$ cat src/rtl/mem_pkg.sv
// Shared memory-path definitions: size encoding, store FSM states, lane helpers.
// Latency: n/a (types, constants and pure functions only).
// Backpressure: n/a.
package mem_pkg;

    // {Halfword, ByteOrWord} encoding, identical on the load and store paths
    localparam logic [1:0] SZ_WORD = 2'b00;
    localparam logic [1:0] SZ_BYTE = 2'b01;
    localparam logic [1:0] SZ_HALF = 2'b10;

    typedef enum logic [1:0] {
        IDLE  = 2'd0,
        RDREQ = 2'd1,
        WRITE = 2'd2
    } store_state_t;

    // Halfword dominates, so 2'b11 decodes as a halfword access
    function automatic logic [1:0] size_decode(input logic halfword, input logic byte_or_word);
        logic [1:0] sz;
        if (halfword) begin
            sz = SZ_HALF;
        end else if (byte_or_word) begin
            sz = SZ_BYTE;
        end else begin
            sz = SZ_WORD;
        end
        return sz;
    endfunction

    // Expand a 4-bit lane enable into a 32-bit bit mask
    function automatic logic [31:0] be_to_mask(input logic [3:0] be);
        logic [31:0] mask;
        mask = '0;
        for (int i = 0; i < 4; i++) begin
            mask[8*i +: 8] = {8{be[i]}};
        end
        return mask;
    endfunction

endpackage

$ cat src/rtl/store_lane_gen.sv
// Replicates store data across the 32-bit bus and derives the lane enables.
// Latency: purely combinational.
// Backpressure: none; outputs follow inputs.
module store_lane_gen
    import mem_pkg::*;
(
    input  logic [1:0]  size_i,
    input  logic [1:0]  addr_lo_i,
    input  logic [31:0] wdata_i,
    output logic [31:0] data_o,
    output logic [3:0]  be_o
);

    // Halfwords ignore addr_lo_i[0]: misaligned halfwords land on the aligned pair
    always_comb begin
        data_o = wdata_i;
        be_o   = 4'b1111;
        case (size_i)
            SZ_BYTE: begin
                data_o = {4{wdata_i[7:0]}};
                be_o   = 4'b0001 << addr_lo_i;
            end
            SZ_HALF, 2'b11: begin
                data_o = {2{wdata_i[15:0]}};
                be_o   = addr_lo_i[1] ? 4'b1100 : 4'b0011;
            end
            default: begin
                data_o = wdata_i;
                be_o   = 4'b1111;
            end
        endcase
    end

endmodule

$ cat src/rtl/store_data_aligner.sv
// Aligns STR/STRB/STRH data onto a word-wide memory port, with optional read-modify-write.
// Latency: direct write 2 cycles accept->ready, RMW 4 cycles (zero-wait memory).
// Backpressure: StoreReady only in IDLE; Mem* outputs held while MemReq && !MemReady.
module store_data_aligner
    import mem_pkg::*;
#(
    parameter bit          USE_BYTE_EN = 1'b1,
    parameter int unsigned ADDR_W      = 32
) (
    input  logic              clk,
    input  logic              reset,
    input  logic              StoreValid,
    output logic              StoreReady,
    input  logic              ByteOrWord,
    input  logic              Halfword,
    input  logic [ADDR_W-1:0] Addr,
    input  logic [31:0]       WriteData,
    output logic              MemReq,
    output logic              MemWrite,
    output logic [ADDR_W-1:0] MemAddr,
    output logic [31:0]       MemWData,
    output logic [3:0]        MemByteEn,
    input  logic              MemReady,
    input  logic [31:0]       MemRData,
    output logic              Busy
);

    store_state_t      state_q, state_d;
    logic [1:0]        size;
    logic [31:0]       lane_data;
    logic [3:0]        lane_be;
    logic              accept;
    logic              direct;
    logic              mem_done;
    logic [31:0]       merged;

    logic [31:0]       data_q, data_d;
    logic [3:0]        be_q, be_d;
    logic              mem_req_q, mem_req_d;
    logic              mem_write_q, mem_write_d;
    logic [ADDR_W-1:0] mem_addr_q, mem_addr_d;
    logic [31:0]       mem_wdata_q, mem_wdata_d;
    logic [3:0]        mem_be_q, mem_be_d;

    store_lane_gen u_lane_gen (
        .size_i    (size),
        .addr_lo_i (Addr[1:0]),
        .wdata_i   (WriteData),
        .data_o    (lane_data),
        .be_o      (lane_be)
    );

    // Decode the request and the completion/merge terms shared by the FSM processes
    always_comb begin
        size     = size_decode(Halfword, ByteOrWord);
        accept   = StoreValid && (state_q == IDLE);
        direct   = USE_BYTE_EN || (size == SZ_WORD);
        mem_done = mem_req_q && MemReady;
        merged   = (MemRData & ~be_to_mask(be_q)) | (data_q & be_to_mask(be_q));
    end

    // State register; reset aborts any in-flight access immediately
    always_ff @(posedge clk or negedge reset) begin
        if (!reset) begin
            state_q <= IDLE;
        end else begin
            state_q <= state_d;
        end
    end

    // Next-state: word or byte-enabled stores write directly, others read first
    always_comb begin
        state_d = state_q;
        case (state_q)
            IDLE: begin
                if (accept) begin
                    state_d = direct ? WRITE : RDREQ;
                end
            end
            RDREQ: begin
                if (mem_done) begin
                    state_d = WRITE;
                end
            end
            WRITE: begin
                if (mem_done) begin
                    state_d = IDLE;
                end
            end
            default: state_d = IDLE;
        endcase
    end

    // Output/datapath next values; the RMW write is issued one cycle after the
    // read completes, giving the memory a read-to-write turnaround cycle
    always_comb begin
        StoreReady  = (state_q == IDLE);
        Busy        = (state_q != IDLE);
        data_d      = data_q;
        be_d        = be_q;
        mem_req_d   = mem_req_q;
        mem_write_d = mem_write_q;
        mem_addr_d  = mem_addr_q;
        mem_wdata_d = mem_wdata_q;
        mem_be_d    = mem_be_q;
        case (state_q)
            IDLE: begin
                if (accept) begin
                    data_d      = lane_data;
                    be_d        = lane_be;
                    mem_addr_d  = {Addr[ADDR_W-1:2], 2'b00};
                    mem_req_d   = 1'b1;
                    mem_wdata_d = lane_data;
                    if (direct) begin
                        mem_write_d = 1'b1;
                        mem_be_d    = USE_BYTE_EN ? lane_be : 4'b1111;
                    end else begin
                        mem_write_d = 1'b0;
                        mem_be_d    = 4'b1111;
                    end
                end
            end
            RDREQ: begin
                if (mem_done) begin
                    mem_req_d   = 1'b0;
                    mem_write_d = 1'b1;
                    mem_wdata_d = merged;
                    mem_be_d    = 4'b1111;
                end
            end
            WRITE: begin
                if (!mem_req_q) begin
                    mem_req_d = 1'b1;
                end else if (MemReady) begin
                    mem_req_d   = 1'b0;
                    mem_write_d = 1'b0;
                end
            end
            default: begin
                mem_req_d   = 1'b0;
                mem_write_d = 1'b0;
            end
        endcase
    end

    // Capture and memory-port registers
    always_ff @(posedge clk or negedge reset) begin
        if (!reset) begin
            data_q      <= '0;
            be_q        <= '0;
            mem_req_q   <= 1'b0;
            mem_write_q <= 1'b0;
            mem_addr_q  <= '0;
            mem_wdata_q <= '0;
            mem_be_q    <= '0;
        end else begin
            data_q      <= data_d;
            be_q        <= be_d;
            mem_req_q   <= mem_req_d;
            mem_write_q <= mem_write_d;
            mem_addr_q  <= mem_addr_d;
            mem_wdata_q <= mem_wdata_d;
            mem_be_q    <= mem_be_d;
        end
    end

    assign MemReq    = mem_req_q;
    assign MemWrite  = mem_write_q;
    assign MemAddr   = mem_addr_q;
    assign MemWData  = mem_wdata_q;
    assign MemByteEn = mem_be_q;

endmodule

$ cat config.mk
export PLATFORM = sky130hd
export DESIGN_NAME = store_data_aligner
export DESIGN_NICKNAME = d
export VERILOG_FILES = /design/src/rtl/mem_pkg.sv /design/src/rtl/store_lane_gen.sv /design/src/rtl/store_data_aligner.sv
export SDC_FILE = /design/constraint.sdc
export NUM_CORES = 1
export LEC_CHECK = 0
export BUFFER_PORTS_ARGS = -buffer_cell sky130_fd_sc_hd__buf_2
export CAP_MARGIN = 20
export CORE_ASPECT_RATIO = 2
export CORE_MARGIN = 2
export CORE_UTILIZATION = 45
export DETAILED_ROUTE_END_ITERATION = 8
export GPL_TIMING_DRIVEN = 0
export PLACE_DENSITY = 0.9
export SKIP_LAST_GASP = 1
export SYNTH_ARGS = -nofsm -noshare
export SYNTH_HDL_FRONTEND = slang
export SYNTH_SLANG_ARGS = --single-unit
$ cat constraint.sdc
create_clock -name clk -period 3.3 [get_ports clk]
set_input_delay 0.33 -clock clk [delete_from_list [all_inputs] [get_ports clk]]
set_output_delay 0.33 -clock clk [all_outputs]
set_load 0.02 [all_outputs]
# Word-level counts from Yosys, hierarchy flattened
# Index checks and enable logic that the tools add are counted.
# totals
regBits	106
latch_bits	0
ram_bits	0
mem_bits_ro	0
in_bits	102
out_inout_bits	72
word_cells	58
mem_count	0
# classes
add_sub_neg	0
n_mul	0
div	0
magnitude_cmp	0
n_eq_ne	10
shift	1
n_mux	24
bitwise_logic	4
n_reduce_logical	11
# ops
cell	n
$pmux 32 s2	2
$and 32x32->32	2
$mux 32	2
$not 32->32	1
$or 32x32->32	1
$pmux 4 s2	2
$mux 4	3
$mux 1	8
$mux 2	4
$ne 2x2->1 const B	4
$eq 2x2->1 const B	3
$pmux 1 s3	2
$pmux 2 s3	1
$reduce_and 3->1	2
$eq 2x1->1 const B	2
$reduce_and 2->1	2
$reduce_and 4->1	1
$reduce_bool 2->1	2
$shl 1x2->4 const A	1
$logic_and 1x1->1	2
$logic_not 2->1	1
$ne 2x1->1 const B	1
$reduce_or 2->1	1

# Longest topological paths before layout
# Gate-level depths: netlist of the first run.
# logic_depth
ltp_word	7
depth_mapped	5
mapped_depth_nobuf	3

# Hierarchy
# From an unflattened synthesis of the first run, not the netlist that was laid out.
# hier_totals
hier_cells	216
hier_area_um2	3301.9
# modules_own_cells
module	instances	cells_each	area_per_inst_um2	seq_area_each_um2
store_data_aligner	1	155	2761.4	1726.7
store_lane_gen	1	61	540.5	0.0

# Worst setup path after synthesis of the first run
# No wires, ideal clock.
# synth_timing
path_kind	reg-to-reg
from	register state_q[1]
to	register mem_addr_q[17] (netlist: MemAddr[17])
setup_time_ns	0.117
t_arrival_ns	1.133
required_time_ns	3.183
slack_ns	2.050
path_stages_with_launch	6
path_buffers	2
period_less_slack_ns	1.250
path_cell_list	dfrtp_1 -> nand2b_1 -> buf_2 -> buf_4 -> nand2_1 -> nand2_1
# synth_via
elab_chain_len	3
# synth_rtl
element	line	rtl
start: declaration	store_data_aligner.sv:28	store_state_t state_q, state_d;
start signal: assignment	store_data_aligner.sv:67	state_q <= state_d;
$logic_not 2->1 (*)	store_data_aligner.sv:56, store_data_aligner.sv:106	
$logic_and 1x1->1	store_data_aligner.sv:56	accept = StoreValid && (state_q == IDLE);
$reduce_and 2->1 (no line) (*)	-	
end signal: assignment	store_data_aligner.sv:161	mem_addr_q <= mem_addr_d;
end: declaration	store_data_aligner.sv:41	logic [ADDR_W-1:0] mem_addr_q, mem_addr_d;
# Every way passes the cells marked *; elsewhere a longest branch is shown, timed or not.
# A chain may end at the register's enable or synchronous reset.

# Worst setup path in the final report of the first run
# layout_timing
from	register state_q[1]
to	register mem_wdata_q[29] (netlist: MemWData[29])
# layout_via
elab_chain_len	4
word_cells_on_any_way	8
classes_between	eq/ne: 3; mux: 1; reduce/logical: 4
# layout_rtl
element	line	rtl
$logic_not 2->1	store_data_aligner.sv:56, store_data_aligner.sv:106	
$logic_and 1x1->1	store_data_aligner.sv:56	
$ne 2x1->1 (no line)	-	
$reduce_and 3->1 (no line)	-	
end signal: assignment	store_data_aligner.sv:162	mem_wdata_q <= mem_wdata_d;
end: declaration	store_data_aligner.sv:42	logic [31:0] mem_wdata_q, mem_wdata_d;
# Several ways; a longest one is shown, not always the timed one.

==> reports/results.txt, run 1 <==
worst hold path type: in -> async
initial DRC count: 116
reg-to-reg endpoint: MemWData[29]
post_cts resized: 0
footprint of the multi-input gates: 1000 µm²
Slew @ Worst Pin: 835 ps
first-pass GRT wire length: 12000 µm
CTS tree: yes
Die Footprint: 7040 µm²
# nets final: 566
post-synthesis sequential area ratio: 0.605
critical path peak fanout: 10
IO Count: 174
synth cell count leaders: nand2_1, dfrtp_1, a31oi_1, nor2_1, o21ai_0
drt pass-1 iters: 4
port bufs: 139
cells on worst reg2reg path: 4
leakage power: 2.14 nW
vias in the first global route: 2623
die height: 117 µm
maximum VDD drop: 585 µV
Max Clk Rate: 0.707 GHz
area leader, netlist: dfrtp_1
PD cells: 991 nW/µm²
clock root buffer: clkbuf_16
power consumption: 3.87 mW
total number of vias: 2701
cell with the most instances after synthesis: nand2_1
required time worst endpoint: 3490 ps
Post-synth ARST share: 1.00
Initial Utilization: 0.460
Worst EP arrival: 1600 ps
core area: 6210 µm²
DR vias/cell: 4.91
count of pins over their slew limit: 0
R2R Setup Slk: 1890 ps
number of synthesized flops with an enable pin: 0
Fill cells: 551
minimum clock period: 1410 ps
synth unique cells: 19
fraction of layout cells with a size suffix above 1: 0.358
Synth Area per Inst: 9.12 µm²
register area: 1730 µm²
clk_skew: 3.39 ps
largest net degree at the start of global routing: 70
GRT Util Overall: 0.232
outcome: finished, final reports clean
final worst setup slack: 1890 ps
Post-synth top flop: dfrtp_1
final WL: 7620 µm
Setup TNS Final: 0 ps
Reg2Reg Launch Point: state_q[1]
CP Launch Type: flip-flop
Tcrit/Tclk final: 0.429
number of cell rows: 41
n_diodes: 0
final hold viol count: 0
Post-CTS Setup Bufs: 0
area growth from synthesis to layout: 36.9%
Syn. warnings: 0
top cells by area, synth: dfrtp_1, nand2_1, a31oi_1, mux2i_1, nor2_1
hpwl dp: 5640 µm
CTS Buf Count: 9
Die X: 60.3 µm
Setup Slack @ Placement: 1860 ps
area fraction of the dominant cell type after synthesis: 0.605
GRT overflow: 0
Syn Inst Count: 313
Reg clk slew, reported paths: 50 ps
RD Place Congestion: 0.791
Max Cap Violations: 0
Routed Antenna Nets: 0
Critical Path Sink: MemWData[29]
post-synthesis register bit count: 69
setup violators final: 0
clk buf depth: 2
H-tree depth: 3
slew margin rel.: 0.443
Critical path origin: state_q[1]
initial antenna violation count: 0
crit path kind: reg -> reg
CP endpoint kind: flip-flop
Post-Synthesis Cell Area: 2860 µm²
CTS sink cnt: 69
DRC violation count after routing: 0
Routed wire per std cell: 13.9 µm
hold_buf cts: 0
RSZ-0062 raised after global routing: no
worst skew pair latency: 320 ps
-- cells in the final DEF, fill, tap and decap left out --
master | synthesis | layout
buf_2 | 9 | 147
nand2_1 | 142 | 142
dfrtp_1 | 69 | 69
nor2_1 | 20 | 20
a31oi_1 | 20 | 20
o21ai_0 | 12 | 12
clkbuf_16 | 0 | 9
a22oi_1 | 8 | 8
mux2i_1 | 8 | 8
buf_4 | 4 | 5
clkbuf_1 | 4 | 5
inv_1 | 3 | 3
nand2b_1 | 3 | 3
a21oi_1 | 3 | 3
nor2b_1 | 2 | 2
buf_6 | 2 | 2
conb_1 | 1 | 2
clkbuf_2 | 1 | 1
nor2_4 | 1 | 1
nor3_1 | 1 | 1
clkbuf_8 | 0 | 1
-- worst min-delay path by stage --
stage	end	startpoint	depth (start not counted)	slack, ps
floorplan	MemAddr[10]	reset	0	30
global placement	MemAddr[9]	MemAddr[9]	2	450
detailed placement	MemAddr[7]	MemAddr[7]	2	460
CTS	MemAddr[13]	reset	1	140
global route	MemAddr[13]	reset	1	200
finish	MemWData[5]	reset	1	120
-- power by group --
group / switching [mW] / internal [mW] / leakage (nW)
clock network: 0.299 / 0.506 / 0.119
logic: 1.06 / 0.532 / 1.20
registers: 0.225 / 1.25 / 0.826
-- cell families (layout without fill, tap and decap cells) --
| group | Yosys count | in the layout | share of synthesized area |
|---|---|---|---|
| muxes | 8 | 8 | 0.0280 |
| other | 1 | 2 | 0.00131 |
| DFF | 69 | 69 | 0.605 |
| and+or+nand+nor | 169 | 169 | 0.230 |
| buffers and inverters | 23 | 173 | 0.0451 |
| AOI/OAI and AO/OA | 43 | 43 | 0.0911 |
-- registers in the layout, indices dropped and copies added, names as in the netlist --
signal     flops
MemAddr       30
MemByteEn      4
MemReq         1
MemWData      32
MemWrite       1
state_q        1
-- routing by layer --
metal  routed length (µm)  GRT usage
met1                 3110      0.284
met2                 3610      0.375
met3                  728     0.0642
met4                  179      0.105
met5                    0          0
-- final cells by class --
cell class | count | area share
buffer | 20 | 0.0301
clock buffer | 11 | 0.0621
inverter | 3 | 0.00288
multi-input combinational | 222 | 0.257
sequential | 69 | 0.442
tap | 86 | 0.0275
timing repair buffer | 139 | 0.179
-- critical path, cell delays in order, from the launching register on --
cell and delay [ps]:
dfrtp_1 460, nor2b_1 180, buf_2 250, buf_2 280, a31oi_1 110
-- per-stage QoR --
| step | util | area [µm²] | hold slack, ps | instances |
|---|---|---|---|---|
| after floorplan | - | 2860 | 34.4 | 314 |
| after global placement | 0.590 | 3660 | 453 | 539 |
| after detailed placement | 0.590 | 3660 | 458 | 539 |
| after CTS | 0.630 | 3910 | 143 | 550 |
| after global routing | 0.630 | 3910 | 195 | 550 |
| final | 0.630 | 3910 | 120 | 550 |
Power figures use the tool's default switching activity.
==> inputs of run 2 (changes only) <==
Settings changed: CORE_UTILIZATION 45 to 39, PLACE_DENSITY 0.9 to 0.83.
Clock period 3.3 ns to 1.2 ns, I/O delays scaled along.
==> run 2 against run 1 <==
Utilization shrank 2.1 points. Clock skew hardly changed. Power increased to 2.9 times the previous value. Setup slack lost 1900 ps. Global-route usage decreased by 2.1 points. The flow now finishes with violations (negative setup slack).
==> reports/results.txt, run 2 (synthesis gave the netlist of run 1 again) <==
outcome: finished with violations
failing checks: negative setup slack
fin util: 0.609
clock root buffer: clkbuf_16
critical path peak fanout: 5
Max Clk Rate: 0.821 GHz
worst skew pair latency: 330 ps
commonest cells after routing, fill and taps aside: nand2_1, buf_2, dfrtp_1, dlygate4sd3_1
Slew @ Worst Pin: 604 ps
clk buf depth: 2
final worst setup slack: -18.2 ps
Worst EP arrival: 1100 ps
Routed Antenna Nets: 0
n_diodes: 0
CTS tree: yes
final WL: 8200 µm
CP endpoint kind: output pin
hpwl dp: 5500 µm
vias in the first global route: 2748
Die Footprint: 8060 µm²
GRT overflow: 0
setup violators final: 2
# nets final: 601
Fill cells: 611
Initial Utilization: 0.399
leakage power: 2.34 nW
cells on worst reg2reg path: 5
Setup TNS Final: -19.2 ps
maximum VDD drop: 1280 µV
RSZ-0062 raised after global routing: yes
drt pass-1 iters: 4
die height: 125 µm
worst hold path type: in -> reg
PD cells: 2560 nW/µm²
minimum clock period: 1220 ps
Die X: 64.5 µm
number of cell rows: 44
largest net degree at the start of global routing: 70
worst hold path depth: 3
IO Count: 174
fraction of layout cells with a size suffix above 1: 0.358
first-pass GRT wire length: 13200 µm
CP Launch Type: flip-flop
area growth from synthesis to layout: 52.6%
max reg flops: 32
final hold viol count: 0
RD Place Congestion: 0.772
initial DRC count: 149
count of pins over their slew limit: 0
commonest non-fill, non-tap cell in the layout: nand2_1
port bufs: 139
Tcrit/Tclk final: 1.02
slew margin rel.: 0.597
required time worst endpoint: 1080 ps
Reg clk slew, reported paths: 50 ps
crit path kind: reg -> out
core area: 7160 µm²
initial antenna violation count: 0
CTS Buf Count: 9
H-tree depth: 3
Max Cap Violations: 0
GRT Util Overall: 0.212
clk_skew: 3.46 ps
CTS sink cnt: 69
power consumption: 11.1 mW
Routed wire per std cell: 13.8 µm
DRC violation count after routing: 0
total number of vias: 2858
DR vias/cell: 4.80
-- run 2: repair_timing --
action | in CTS | in global routing
pin swaps | 0 | 0
gates cloned | 1 | 0
hold buffers | 30 | 0
hold endpoints to repair | 98 | 0
setup buffers | 2 | 2
endpoints found under the setup margin | 58 | 57
gates resized for setup | 12 | 17
-- run 2: worst paths after layout --
path	from	endpoint	slack, ps
min	Addr[9]	MemAddr[9]	10
min in group asynchronous	reset	MemAddr[25]	360
min reg2reg	MemWData[7]	MemWData[7]	470
max in group asynchronous	reset	state_q[1]	400
max reg2reg	state_q[1]	MemByteEn[1]	40
max	state_q[1]	StoreReady	-20
-- run 2: per-stage QoR --
stage	hold slack [ps]	area, µm²	instances	setup WS, ps
after CTS	9.45	4310	593	5.12
final	14.7	4360	595	-18.2
after detailed placement	283	3670	545	-165
after global routing	29.4	4360	595	-49.7
after floorplan	-176	2860	314	-0.252
after global placement	308	3670	545	-404
-- run 2: power breakdown --
part	internal, mW	switching [mW]	total (mW)
clock	1.55	0.872	2.42
sequential	3.44	0.607	4.05
combinational	1.68	2.98	4.66
total	6.67	4.46	11.1
-- run 2: routing by layer --
layer | vias to the layer above | routed length (µm) | track usage | part of all wire
met5 | - | 0 | 0 | 0
met4 | 0 | 149 | 0.0839 | 0.018
met3 | 14 | 831 | 0.0495 | 0.10
met2 | 175 | 3790 | 0.334 | 0.46
met1 | 1294 | 3430 | 0.281 | 0.42
li1 | 1375 | - | - | -
-- run 2: final cells by class --
| class | count | area, µm² | share of cell area |
|---|---|---|---|
| flip-flops and latches | 69 | 1730 | 0.396 |
| repair buffers | 174 | 1040 | 0.239 |
| multi-input cells | 222 | 1020 | 0.234 |
| clock buffers | 14 | 274 | 0.0629 |
| plain buffers | 20 | 164 | 0.0376 |
| well taps | 92 | 115 | 0.0264 |
| inverters | 3 | 11.3 | 0.00258 |
| clock inverters | 1 | 5.00 | 0.00115 |
-- run 2: worst max-delay path, cell delays in order, from the launching register on --
cell and delay [ps]:
dfrtp_2 450, buf_4 150, inv_1 40, buf_4 130
==> inputs of run 3 (changes only) <==
Settings changed: CTS_CLUSTER_DIAMETER from default to 30, REMOVE_ABC_BUFFERS from default to 1.
==> run 3 against run 2 <==
The flow still finishes with violations (negative setup slack). Global-route usage down 0.20 points. Non-clock buffer count down 12. Utilization up 0.51 points. Critical path type is now reg -> reg.
==> reports/results.txt, run 3 (synthesis gave the netlist of run 1 again) <==
max reg flops: 32
hpwl dp: 5000 µm
maximum VDD drop: 1320 µV
slew margin rel.: 0.508
failing checks: negative setup slack
clock root buffer: clkbuf_16
Reg2Reg Launch Point: state_q[1]
Die Footprint: 8060 µm²
critical path peak fanout: 9
final hold slack: 18.6 ps
Slew @ Worst Pin: 737 ps
Setup TNS Final: -486 ps
Routed Antenna Nets: 0
minimum clock period: 1290 ps
number of cell rows: 44
worst hold path type: in -> reg
Crit path largest cell delay: 490 ps
final hold viol count: 0
post-placement cell area: 3600 µm²
IO Count: 174
GRT overflow: 0
count of pins over their slew limit: 0
CP Launch Type: flip-flop
required time worst endpoint: 1460 ps
setup violators final: 19
final WL: 9060 µm
n_diodes: 0
CTS tree: yes
CTS sink cnt: 69
port bufs: 139
power consumption: 11.2 mW
leakage power: 2.34 nW
first-pass GRT wire length: 13000 µm
H-tree depth: 3
# nets final: 591
crit path kind: reg -> reg
Routed wire per std cell: 15.5 µm
Reg clk slew, reported paths: 50 ps
hold path startpoint: WriteData[3]
worst skew pair latency: 320 ps
commonest cells after routing, fill and taps aside: nand2_1, buf_2, dfrtp_1, dlygate4sd3_1
drt pass-1 iters: 4
fraction of layout cells with a size suffix above 1: 0.348
clk buf depth: 2
core area: 7160 µm²
PD cells: 2560 nW/µm²
final instance area: 4390 µm²
R2R Setup Slk: -90 ps
total number of vias: 2883
crit path cell chain: nor2b_4 > buf_12 > buf_12 > buf_6 > nand2_1 > nand2_1
CP max-delay cell: dfrtp_2
cells on worst reg2reg path: 6
Max Cap Violations: 0
CTS Buf Count: 9
commonest non-fill, non-tap cell in the layout: nand2_1
final worst setup slack: -88.3 ps
DRC violation count after routing: 0
RSZ-0062 raised after global routing: yes
fin util: 0.614
die height: 125 µm
area growth from synthesis to layout: 53.9%
Max Clk Rate: 0.776 GHz
Die X: 64.5 µm
Tcrit/Tclk final: 1.07
clk_skew: 2.68 ps
largest net degree at the start of global routing: 70
Hold Crit Endpoint: MemWData[3]
RD Place Congestion: 0.768
Initial Utilization: 0.399
Worst EP arrival: 1540 ps
GRT Util Overall: 0.210
reg-to-reg endpoint: MemAddr[20]
CP endpoint kind: flip-flop
worst hold path depth: 3
initial DRC count: 214
outcome: finished with violations
initial antenna violation count: 0
DR vias/cell: 4.92
vias in the first global route: 2706
run 3: cell count changes in the layout (fill, tap and decap cells not counted), moves of 2 or more:
cell,before,now
buf_4,13,1
buf_12,0,7
buf_6,7,2
clkinv_2,1,6
clkbuf_16,9,12
clkbuf_2,3,0
clkbuf_8,3,0
clkbuf_1,3,1
run 3: how the worst max path moves through the flow:
stage / from / end / slack [ps] / depth (start not counted)
floorplan: state_q[1] / MemByteEn[1] / -2120 / 2
global placement: state_q[1] / MemWData[29] / -3200 / 2
detailed placement: state_q[1] / MemWData[26] / -570 / 4
CTS: state_q[1] / MemWData[26] / 10 / 4
global route: state_q[1] / MemAddr[20] / -100 / 6
finish: state_q[1] / MemAddr[20] / -90 / 6
run 3: cell type report:
class	count	area (µm²)
multi-input cells	224	1040
repair buffers	182	1240
fillers	584	2760
inverters	3	11.3
clock buffers	10	229
clock inverters	6	30.0
flip-flops and latches	69	1730
well taps	92	115
run 3: critical path, delay by kind of cell, from the launching register on:
family,cells,cell delay [ps]
buf+inv,3,400
flops,1,490
simple gates,3,330
run 3: report_power, final:
group / internal, mW / switching [mW]
sequential: 3.44 / 0.647
clock: 1.37 / 0.890
combinational: 1.77 / 3.11
run 3: layer usage:
metal  up-vias  part of all wire  wire, µm  global-route usage
met3        19             0.093       843              0.0629
met4         0             0.029       264              0.0864
met2       160              0.48      4360               0.353
met1      1342              0.40      3590               0.246
met5         -                 0         0                   0
li1       1362                 -         -                   -
run 3: repair_timing:
item / 4_1_cts / 5_1_grt
resized for setup: 3 / 4
endpoints found under the hold margin: 98 / 0
endpoints found under the setup margin: 66 / 14
gates cloned: 2 / 4
hold buffers: 30 / 0
buffers inserted: 5 / 2
run 3: through the flow:
| step | worst slack [ps] | std cells |
|---|---|---|
| after floorplan | -2120 | 294 |
| after detailed placement | -566 | 527 |
| after CTS | 10.7 | 580 |
| after global placement | -3200 | 525 |
| after global routing | -99.7 | 586 |
| final | -88.3 | 586 |
